--- src/rtl/stopwatch_pkg.sv ---
// Shared types and constants for the stopwatch controller: FSM states,
// active-low 7-segment patterns (gfedcba) and active-low digit-select codes.
package stopwatch_pkg;

    typedef enum logic [1:0] {
        ST_IDLE  = 2'd0,
        ST_RUN   = 2'd1,
        ST_PAUSE = 2'd2
    } sw_state_e;

    localparam logic [6:0] SEG_0     = 7'b1000000;
    localparam logic [6:0] SEG_1     = 7'b1111001;
    localparam logic [6:0] SEG_2     = 7'b0100100;
    localparam logic [6:0] SEG_3     = 7'b0110000;
    localparam logic [6:0] SEG_4     = 7'b0011001;
    localparam logic [6:0] SEG_5     = 7'b0010010;
    localparam logic [6:0] SEG_6     = 7'b0000010;
    localparam logic [6:0] SEG_7     = 7'b1111000;
    localparam logic [6:0] SEG_8     = 7'b0000000;
    localparam logic [6:0] SEG_9     = 7'b0010000;
    localparam logic [6:0] SEG_BLANK = 7'b1111111;

    localparam logic [1:0] DIG_SEL_UNITS = 2'b10;
    localparam logic [1:0] DIG_SEL_TENS  = 2'b01;

endpackage

--- src/rtl/stopwatch_ctrl_seg7_decode.sv ---
// Combinational BCD to active-low 7-segment decoder; non-BCD codes blank the digit.
module seg7_decode
    import stopwatch_pkg::*;
(
    input  logic [3:0] bcd,
    output logic [6:0] seg
);

    always_comb begin
        seg = SEG_BLANK;
        case (bcd)
            4'd0:    seg = SEG_0;
            4'd1:    seg = SEG_1;
            4'd2:    seg = SEG_2;
            4'd3:    seg = SEG_3;
            4'd4:    seg = SEG_4;
            4'd5:    seg = SEG_5;
            4'd6:    seg = SEG_6;
            4'd7:    seg = SEG_7;
            4'd8:    seg = SEG_8;
            4'd9:    seg = SEG_9;
            default: seg = SEG_BLANK;
        endcase
    end

endmodule

--- src/rtl/stopwatch_ctrl.sv ---
// Two-digit stopwatch: button conditioning, IDLE/RUN/PAUSE FSM, BCD counter and
// muxed 7-segment scan. Define STOPWATCH_DEBOUNCE_EN to insert the debounce stage.
module stopwatch_ctrl
    import stopwatch_pkg::*;
#(
    parameter int TICK_DIV  = 5000000,
    parameter int SCAN_DIV  = 50000,
    parameter int DB_CYCLES = 250000
) (
    input  logic       CLK,
    input  logic       RST_N,
    input  logic       BTN_START,
    input  logic       BTN_CLEAR,
    output logic [3:0] CNTVAL_low,
    output logic [3:0] CNTVAL_high,
    output logic       OV,
    output logic [6:0] SEG,
    output logic [1:0] DIG_SEL,
    output logic       RUNNING
);

    localparam int PW = $clog2(TICK_DIV);
    localparam int SW = $clog2(SCAN_DIV);

    logic [1:0] btn_raw;
    logic [1:0] btn_pulse;
    logic       start_p;
    logic       clear_p;

    assign btn_raw = {BTN_CLEAR, BTN_START};
    assign start_p = btn_pulse[0];
    assign clear_p = btn_pulse[1];

    // Per button: 2-FF synchronizer, optional debounce, registered rising-edge pulse.
    for (genvar i = 0; i < 2; i++) begin : g_btn
        logic sync1_q, sync1_d, sync2_q, sync2_d;
        logic prev_q, prev_d, pulse_q, pulse_d;
        logic level;
`ifdef STOPWATCH_DEBOUNCE_EN
        localparam int DBW = $clog2(DB_CYCLES + 1);
        logic           db_q, db_d;
        logic [DBW-1:0] db_cnt_q, db_cnt_d;

        always_comb begin
            db_d     = db_q;
            db_cnt_d = '0;
            if (sync2_q != db_q) begin
                if (db_cnt_q == DBW'(DB_CYCLES - 1)) begin
                    db_d = sync2_q;
                end else begin
                    db_cnt_d = db_cnt_q + 1'b1;
                end
            end
        end

        always_ff @(posedge CLK) begin
            if (!RST_N) begin
                db_q     <= 1'b0;
                db_cnt_q <= '0;
            end else begin
                db_q     <= db_d;
                db_cnt_q <= db_cnt_d;
            end
        end

        assign level = db_q;
`else
        assign level = sync2_q;
`endif

        always_comb begin
            sync1_d = btn_raw[i];
            sync2_d = sync1_q;
            prev_d  = level;
            pulse_d = level & ~prev_q;
        end

        always_ff @(posedge CLK) begin
            if (!RST_N) begin
                sync1_q <= 1'b0;
                sync2_q <= 1'b0;
                prev_q  <= 1'b0;
                pulse_q <= 1'b0;
            end else begin
                sync1_q <= sync1_d;
                sync2_q <= sync2_d;
                prev_q  <= prev_d;
                pulse_q <= pulse_d;
            end
        end

        assign btn_pulse[i] = pulse_q;
    end

    sw_state_e      state_q, state_d;
    logic [PW-1:0]  presc_q, presc_d;
    logic [3:0]     low_q, low_d, high_q, high_d;
    logic           ov_q, ov_d, running_q, running_d;
    logic           tick;

    always_comb begin
        state_d = state_q;
        presc_d = presc_q;
        low_d   = low_q;
        high_d  = high_q;
        ov_d    = 1'b0;
        tick    = (state_q == ST_RUN) && (presc_q == PW'(TICK_DIV - 1));

        // Prescaler only advances in RUN, so PAUSE keeps the partial tick.
        if (state_q == ST_RUN) begin
            presc_d = tick ? '0 : presc_q + 1'b1;
        end

        if (tick) begin
            if (low_q == 4'd9) begin
                low_d = 4'd0;
                if (high_q == 4'd9) begin
                    high_d = 4'd0;
                    ov_d   = 1'b1;
                end else begin
                    high_d = high_q + 4'd1;
                end
            end else begin
                low_d = low_q + 4'd1;
            end
        end

        if (start_p) begin
            case (state_q)
                ST_IDLE:  state_d = ST_RUN;
                ST_RUN:   state_d = ST_PAUSE;
                ST_PAUSE: state_d = ST_RUN;
                default:  state_d = ST_IDLE;
            endcase
        end

        // Clear overrides both the start transition and any tick on this edge.
        if (clear_p) begin
            state_d = ST_IDLE;
            presc_d = '0;
            low_d   = 4'd0;
            high_d  = 4'd0;
            ov_d    = 1'b0;
        end

        running_d = (state_d == ST_RUN);
    end

    always_ff @(posedge CLK) begin
        if (!RST_N) begin
            state_q   <= ST_IDLE;
            presc_q   <= '0;
            low_q     <= 4'd0;
            high_q    <= 4'd0;
            ov_q      <= 1'b0;
            running_q <= 1'b0;
        end else begin
            state_q   <= state_d;
            presc_q   <= presc_d;
            low_q     <= low_d;
            high_q    <= high_d;
            ov_q      <= ov_d;
            running_q <= running_d;
        end
    end

    logic [SW-1:0] scan_q, scan_d;
    logic          slot_q, slot_d;
    logic [6:0]    seg_q, seg_d;
    logic [1:0]    dig_sel_q, dig_sel_d;
    logic          scan_wrap;

    always_comb begin
        scan_wrap = (scan_q == SW'(SCAN_DIV - 1));
        scan_d    = scan_wrap ? '0 : scan_q + 1'b1;
        slot_d    = scan_wrap ? ~slot_q : slot_q;
        dig_sel_d = slot_d ? DIG_SEL_TENS : DIG_SEL_UNITS;
    end

    // Segment pattern and digit select come from the same slot_d and are
    // registered together, so the bus never shows one digit under the other's enable.
    seg7_decode u_decode (
        .bcd (slot_d ? high_q : low_q),
        .seg (seg_d)
    );

    always_ff @(posedge CLK) begin
        if (!RST_N) begin
            scan_q    <= '0;
            slot_q    <= 1'b0;
            seg_q     <= SEG_0;
            dig_sel_q <= DIG_SEL_UNITS;
        end else begin
            scan_q    <= scan_d;
            slot_q    <= slot_d;
            seg_q     <= seg_d;
            dig_sel_q <= dig_sel_d;
        end
    end

    assign CNTVAL_low  = low_q;
    assign CNTVAL_high = high_q;
    assign OV          = ov_q;
    assign RUNNING     = running_q;
    assign SEG         = seg_q;
    assign DIG_SEL     = dig_sel_q;

endmodule

--- config.mk ---
export PLATFORM = sky130hd
export DESIGN_NAME = stopwatch_ctrl
export DESIGN_NICKNAME = d
export VERILOG_FILES = /design/src/rtl/stopwatch_pkg.sv /design/src/rtl/stopwatch_ctrl_seg7_decode.sv /design/src/rtl/stopwatch_ctrl.sv
export SDC_FILE = /design/constraint.sdc
export NUM_CORES = 1
export LEC_CHECK = 0
export BUFFER_PORTS_ARGS = -buffer_cell sky130_fd_sc_hd__buf_2
export CORE_UTILIZATION = 59
export DETAILED_ROUTE_END_ITERATION = 16
export GPL_TIMING_DRIVEN = 0
export PLACE_DENSITY = 0.9
export SYNTH_ARGS = -nofsm -noshare
export SYNTH_HDL_FRONTEND = slang
export SYNTH_SLANG_ARGS = --single-unit
--- constraint.sdc ---
create_clock -name CLK -period 2.98 [get_ports CLK]
set_input_delay 0.447 -clock CLK [delete_from_list [all_inputs] [get_ports CLK]]
set_output_delay 0.447 -clock CLK [all_outputs]
set_load 0.005 [all_outputs]
# Word level (Yosys, flattened, before mapping)
# Memory sizes are Yosys's and may differ from the RTL's. A register that Yosys moved wholly into a read port is not among the register bits.
# Cells that the tools add are included.
# classes
addsub	4
n_eq_ne	7
mux	10
bitwise	8
reduce_logical	8
# op_table
op	n
23-bit by 1-bit adder with 23-bit output, second input constant	1
23-bit equality test, second input constant	1
23-bit two-way mux	1
16-bit by 1-bit adder with 16-bit output, second input constant	1
16-bit equality test, second input constant	1
4-bit two-way mux	3
4-bit by 1-bit adder with 4-bit output, second input constant	2
4-bit equality test, second input constant	2
2-bit two-way mux	3
1-bit NOT	6
2-bit OR reduction	3
2-bit by 1-bit equality test with 1-bit output, second input constant	2
2-bit case mux with 2 select lines	1
4-bit OR reduction	1
1-bit bitwise AND	2
2-bit equality test, second input constant	1
2-bit logical NOT	1
1-bit two-way mux	2
2-bit AND reduction	1
1-bit logical AND	1
1-bit logical NOT	1
# word_totals
reg_bits	62
romBits	112
memories	1
# mem_list
memory	depth	width	read_ports	rd_clocked_by_memory_dff	wr	line	text
(name not given)	16	7	1	1	0	stopwatch_ctrl_seg7_decode.sv:11	case (bcd)

# Depth between registers and ports, before layout
# logic_depth
word_depth	6
mapped_depth	10
depth_no_buf	9

# Cells and area by module
# A second synthesis with hierarchy kept.
# hier_totals
hier_cells	353
hier_area_um2	3134.3
# by_module_without_submodules
mod	n_inst	cells_each	area_per_inst_um2
stopwatch_ctrl	1	320	2924.1
seg7_decode	1	33	210.2

# Worst setup path before layout
# No wires, ideal clock.
# synth_path
kind	reg2reg
from	reg scan_q[8]
to	reg seg_q[5] (netlist: SEG[5])
setup_ps	134
arrival_ps	2340
slack_ps	506
stages_incl_launch_ff	8
n_path_buf	0
cell_sequence	dfxtp_1 or4b_4 nor4_4 xnor2_2 mux2_1 ha_1 nor4b_1 a311oi_2
# synth_via
elab_chain_len	3
# synth_lines
element	line	text
from (decl)	stopwatch_ctrl.sv:167	logic [SW-1:0] scan_q, scan_d;
from (signal assigned)	stopwatch_ctrl.sv:194	scan_q <= scan_d;
16-bit equality test	stopwatch_ctrl.sv:174	scan_wrap = (scan_q == SW'(SCAN_DIV - 1));
1-bit two-way mux	stopwatch_ctrl.sv:176	slot_d = scan_wrap ? ~slot_q : slot_q;
4-bit two-way mux	stopwatch_ctrl.sv:183	.bcd (slot_d ? high_q : low_q),
to (decl)	stopwatch_ctrl.sv:169	logic [6:0] seg_q, seg_d;
# Every way passes these cells.
# A chain may end at the register's enable or synchronous reset.

# Worst setup path after layout
# layout_path
from	reg scan_q[8]
to	reg seg_q[3] (netlist: SEG[3])
# The elaborated chain is that of the path after synthesis.

==> flow_summary.toml <==
[global_route]
antenna_found_initial = 0
grt_usage_pct = 25.6
grt_pass1_vias = 2338
grt_start_max_net_pins = 11
grt_first_pass_wirelength_mm = 10.5
grt_overflow = 0

[sta]
fmax_ghz = 0.362
hold_viol_final = 0
maxSlewViolCount = 0
setup_viol = 0
rsz0062_at_grt = "no"
timing.final.ws_setup_ns = 0.218
skew_ns = 0.0120
maxSlewHeadroom_pct = 41.7
worstMarginPinSlew_ns = 0.867
period_share_pct = 92.7
fin_crit_ns = 2.76
finalSetupTns_ns = 0

[setup_path]
startpoint_type = "flop"
crit_path_max_fanout = 10
worstPathCellList = "or4b_4 -> nor4_4 -> xnor2_2 -> buf_2 -> nand2_1 -> o21ai_1 -> ha_1 -> nand2b_1 -> o2bb2ai_1"
endpoint_kind = "flop"
critPathRequiredTime_ns = 3.24
worstSetupPathType = "flop to flop"
slowest_stage = "or4b_4"
critPathArrivalTime_ns = 3.03
cp_slowest_stage_delay_ns = 0.50

[layout]
multiInputGateArea_um2 = 1640
drive_gt1_share_pct = 12.0
area_delta_synth_final_pct = 12.0
diodes = 0
fin_nets = 386
utilization_pct = 70.7
seqCellArea_um2 = 1360
final_cell_area_um2 = 3450
fill_cells = 382

[clock_network]
cts_resized = 0
cts_buffers = 9
cts_setup_buffers = 0
clock_latency_ns = 0.34
cts_root_buffer = "clkbuf_8"
holdBufCountCts = 0
path_clk_slew_ns = 0.07
clock_path_buffers = 2
clock_sinks = 68
cts_tree = "built"
htreeDepth = 3

[yosys]
yosysMostFrequentCell = "dfxtp_1"
ys_ff_latch = 68
synth-compound-area-share_pct = 8.24
async_flop_share_pct = 0
synth_top_area_share_pct = 44.2
ys_types = 54
synthAdderAreaFrac_pct = 1.22
netlist_area_um2 = 3080
netlist_instances = 346
synth-xor-area-share_pct = 11.3
synth_nets = 353
synth_flop_cell = "dfxtp_1"
synth_top_area_cell = "dfxtp_1"
synth_area_leaders = "dfxtp_1 44%, xor2_1 8.0%, nor2_1 6.5%, nand2_1 3.0%, nand3_1 2.9%"
synth_top_family_by_area = "simple AND/OR/NAND/NOR gates"
synth_seq_area_share_pct = 44.2
synth_common_cells = "68 x dfxtp_1, 53 x nor2_1, 28 x xor2_1"
syn_avg_cell_area_um2 = 8.91
synthSimpleGateAreaFrac_pct = 28.6
yosysWarnings = 0
synth_edf_count = 0
synth_mux_area_share_pct = 3.49

[pwr]
p_total_uw = 1620
p_per_area_nw_per_um2 = 468
p_leak_uw = 0.00135
vdd_drop_max_mv = 0.394

[floorplan]
dieWidth_um = 74.3
rows = 25
core_area_um2 = 4880
die_h_um = 74.3
dieArea_um2 = 5520
initial_core_util_pct = 63.2
ioPinCount = 23

[place]
place_congestion = 0.850
placed_area_um2 = 3280
dp_hpwl_mm = 4.48
portBuffers = 22
pre_cts_ws_ns = 0.267

[outcome]
status = "complete, no violations"

[routing]
top_layer = "met4"
wl_mm = 6.23
drc_errors = 0
met2_length_mm = 3.05
via_count = 2529
avgRoutedWirePerCell_um = 13.8
drt_first_pass_iters = 4
dr_wl_met3_um = 350
wl_met1_mm = 2.77
postRouteAntennaNets = 0
first_iter_violations = 148
avgViaCountPerCell = 5.62

[job]
drv_cap = 0

[hold_path]
hp-class = "input port to flop"
## critical path: cells and delay by family (launching register included)
| kind | cells | cell delay (ns) |
|---|---|---|
| DFF | 1 | 0.40 |
| AOI/OAI and AO/OA | 2 | 0.31 |
| adders and majority gates | 1 | 0.26 |
| and+or+nand+nor | 4 | 1.11 |
| buffers and inverters | 1 | 0.34 |
| xor gates and xnor gates | 1 | 0.28 |
## routing by layer
| layer | GRT usage, % | vias up |
|---|---|---|
| met3 | 8.40 | 6 |
| met1 | 31.2 | 1198 |
| li1 | - | 1252 |
| met2 | 40.9 | 73 |
| met5 | 0 | - |
| met4 | 12.2 | 0 |
## area by class of cell
| class | count | area share (%) |
|---|---|---|
| clock inverters | 2 | 0.290 |
| multi-input cells | 255 | 47.4 |
| inverters | 7 | 0.761 |
| clock buffers | 13 | 4.60 |
| plain buffers | 16 | 1.89 |
| flip-flops and latches | 68 | 39.4 |
| repair buffers | 22 | 3.19 |
| well taps | 67 | 2.43 |
## state kept, by name (all words and copies together), names as in the netlist
name / flops
DIG_SEL: 2
g_btn.sync1_q: 2
OV: 1
CNTVAL_low: 4
scan_q: 16
g_btn.level: 2
g_btn.prev_q: 2
state_q: 2
SEG: 7
CNTVAL_high: 4
RUNNING: 1
g_btn.pulse_q: 1
clear_p: 1
presc_q: 23
## final timing paths
path,start,to,slack (ns),cells past startpoint
worst min register to register,g_btn[1].prev_q,clear_p,0.37,1
worst max register to register,scan_q[8],SEG[3],0.22,9
worst max-delay path,scan_q[8],SEG[3],0.22,9
worst min-delay path,BTN_CLEAR,g_btn[1].sync1_q,0.32,2
## report_power, final
part	total [uW]	internal (uW)	switching, uW
Sequential	924	918	6.13
Clock	654	341	313
Combinational	37.5	12.6	24.8
## metrics by stage
stage / hold slack (ns) / cells
after global placement: 0.373 / 435
after global routing: 0.301 / 450
final: 0.317 / 450
after detailed placement: 0.373 / 435
after CTS: 0.299 / 450
after floorplan: 0.367 / 346
## logic make-up (layout without fill, tap and decap cells)
kind of cell    after synthesis  after routing
buf+inv                      23             60
mux                          10             10
compound gates               37             37
fa+ha+maj                     3              3
simple gates                166            166
flops                        68             68
xor+xnor                     39             39
## layout by cell type, fill, tap and decap left out, types with 3 or more instances in the layout
| master | Yosys | final |
|---|---|---|
| and4_1 | 4 | 4 |
| dfxtp_1 | 68 | 68 |
| or3_1 | 7 | 7 |
| xnor2_1 | 10 | 10 |
| nand3_1 | 18 | 18 |
| nor3_1 | 3 | 3 |
| a31oi_1 | 3 | 3 |
| nor4_1 | 4 | 3 |
| and2_1 | 8 | 8 |
| xor2_1 | 28 | 28 |
| ha_1 | 3 | 3 |
| inv_1 | 7 | 7 |
| a21oi_1 | 7 | 7 |
| nand4_1 | 9 | 9 |
| nor2b_1 | 9 | 9 |
| nand2_1 | 25 | 25 |
| o21ai_0 | 7 | 7 |
| nand2b_1 | 6 | 6 |
| nor2_1 | 53 | 53 |
| buf_2 | 1 | 23 |
| clkbuf_1 | 13 | 15 |
| and3_1 | 7 | 7 |
| clkbuf_8 | 0 | 11 |
| mux2i_1 | 7 | 7 |
Note: power is estimated with default switching activity, not from simulation.
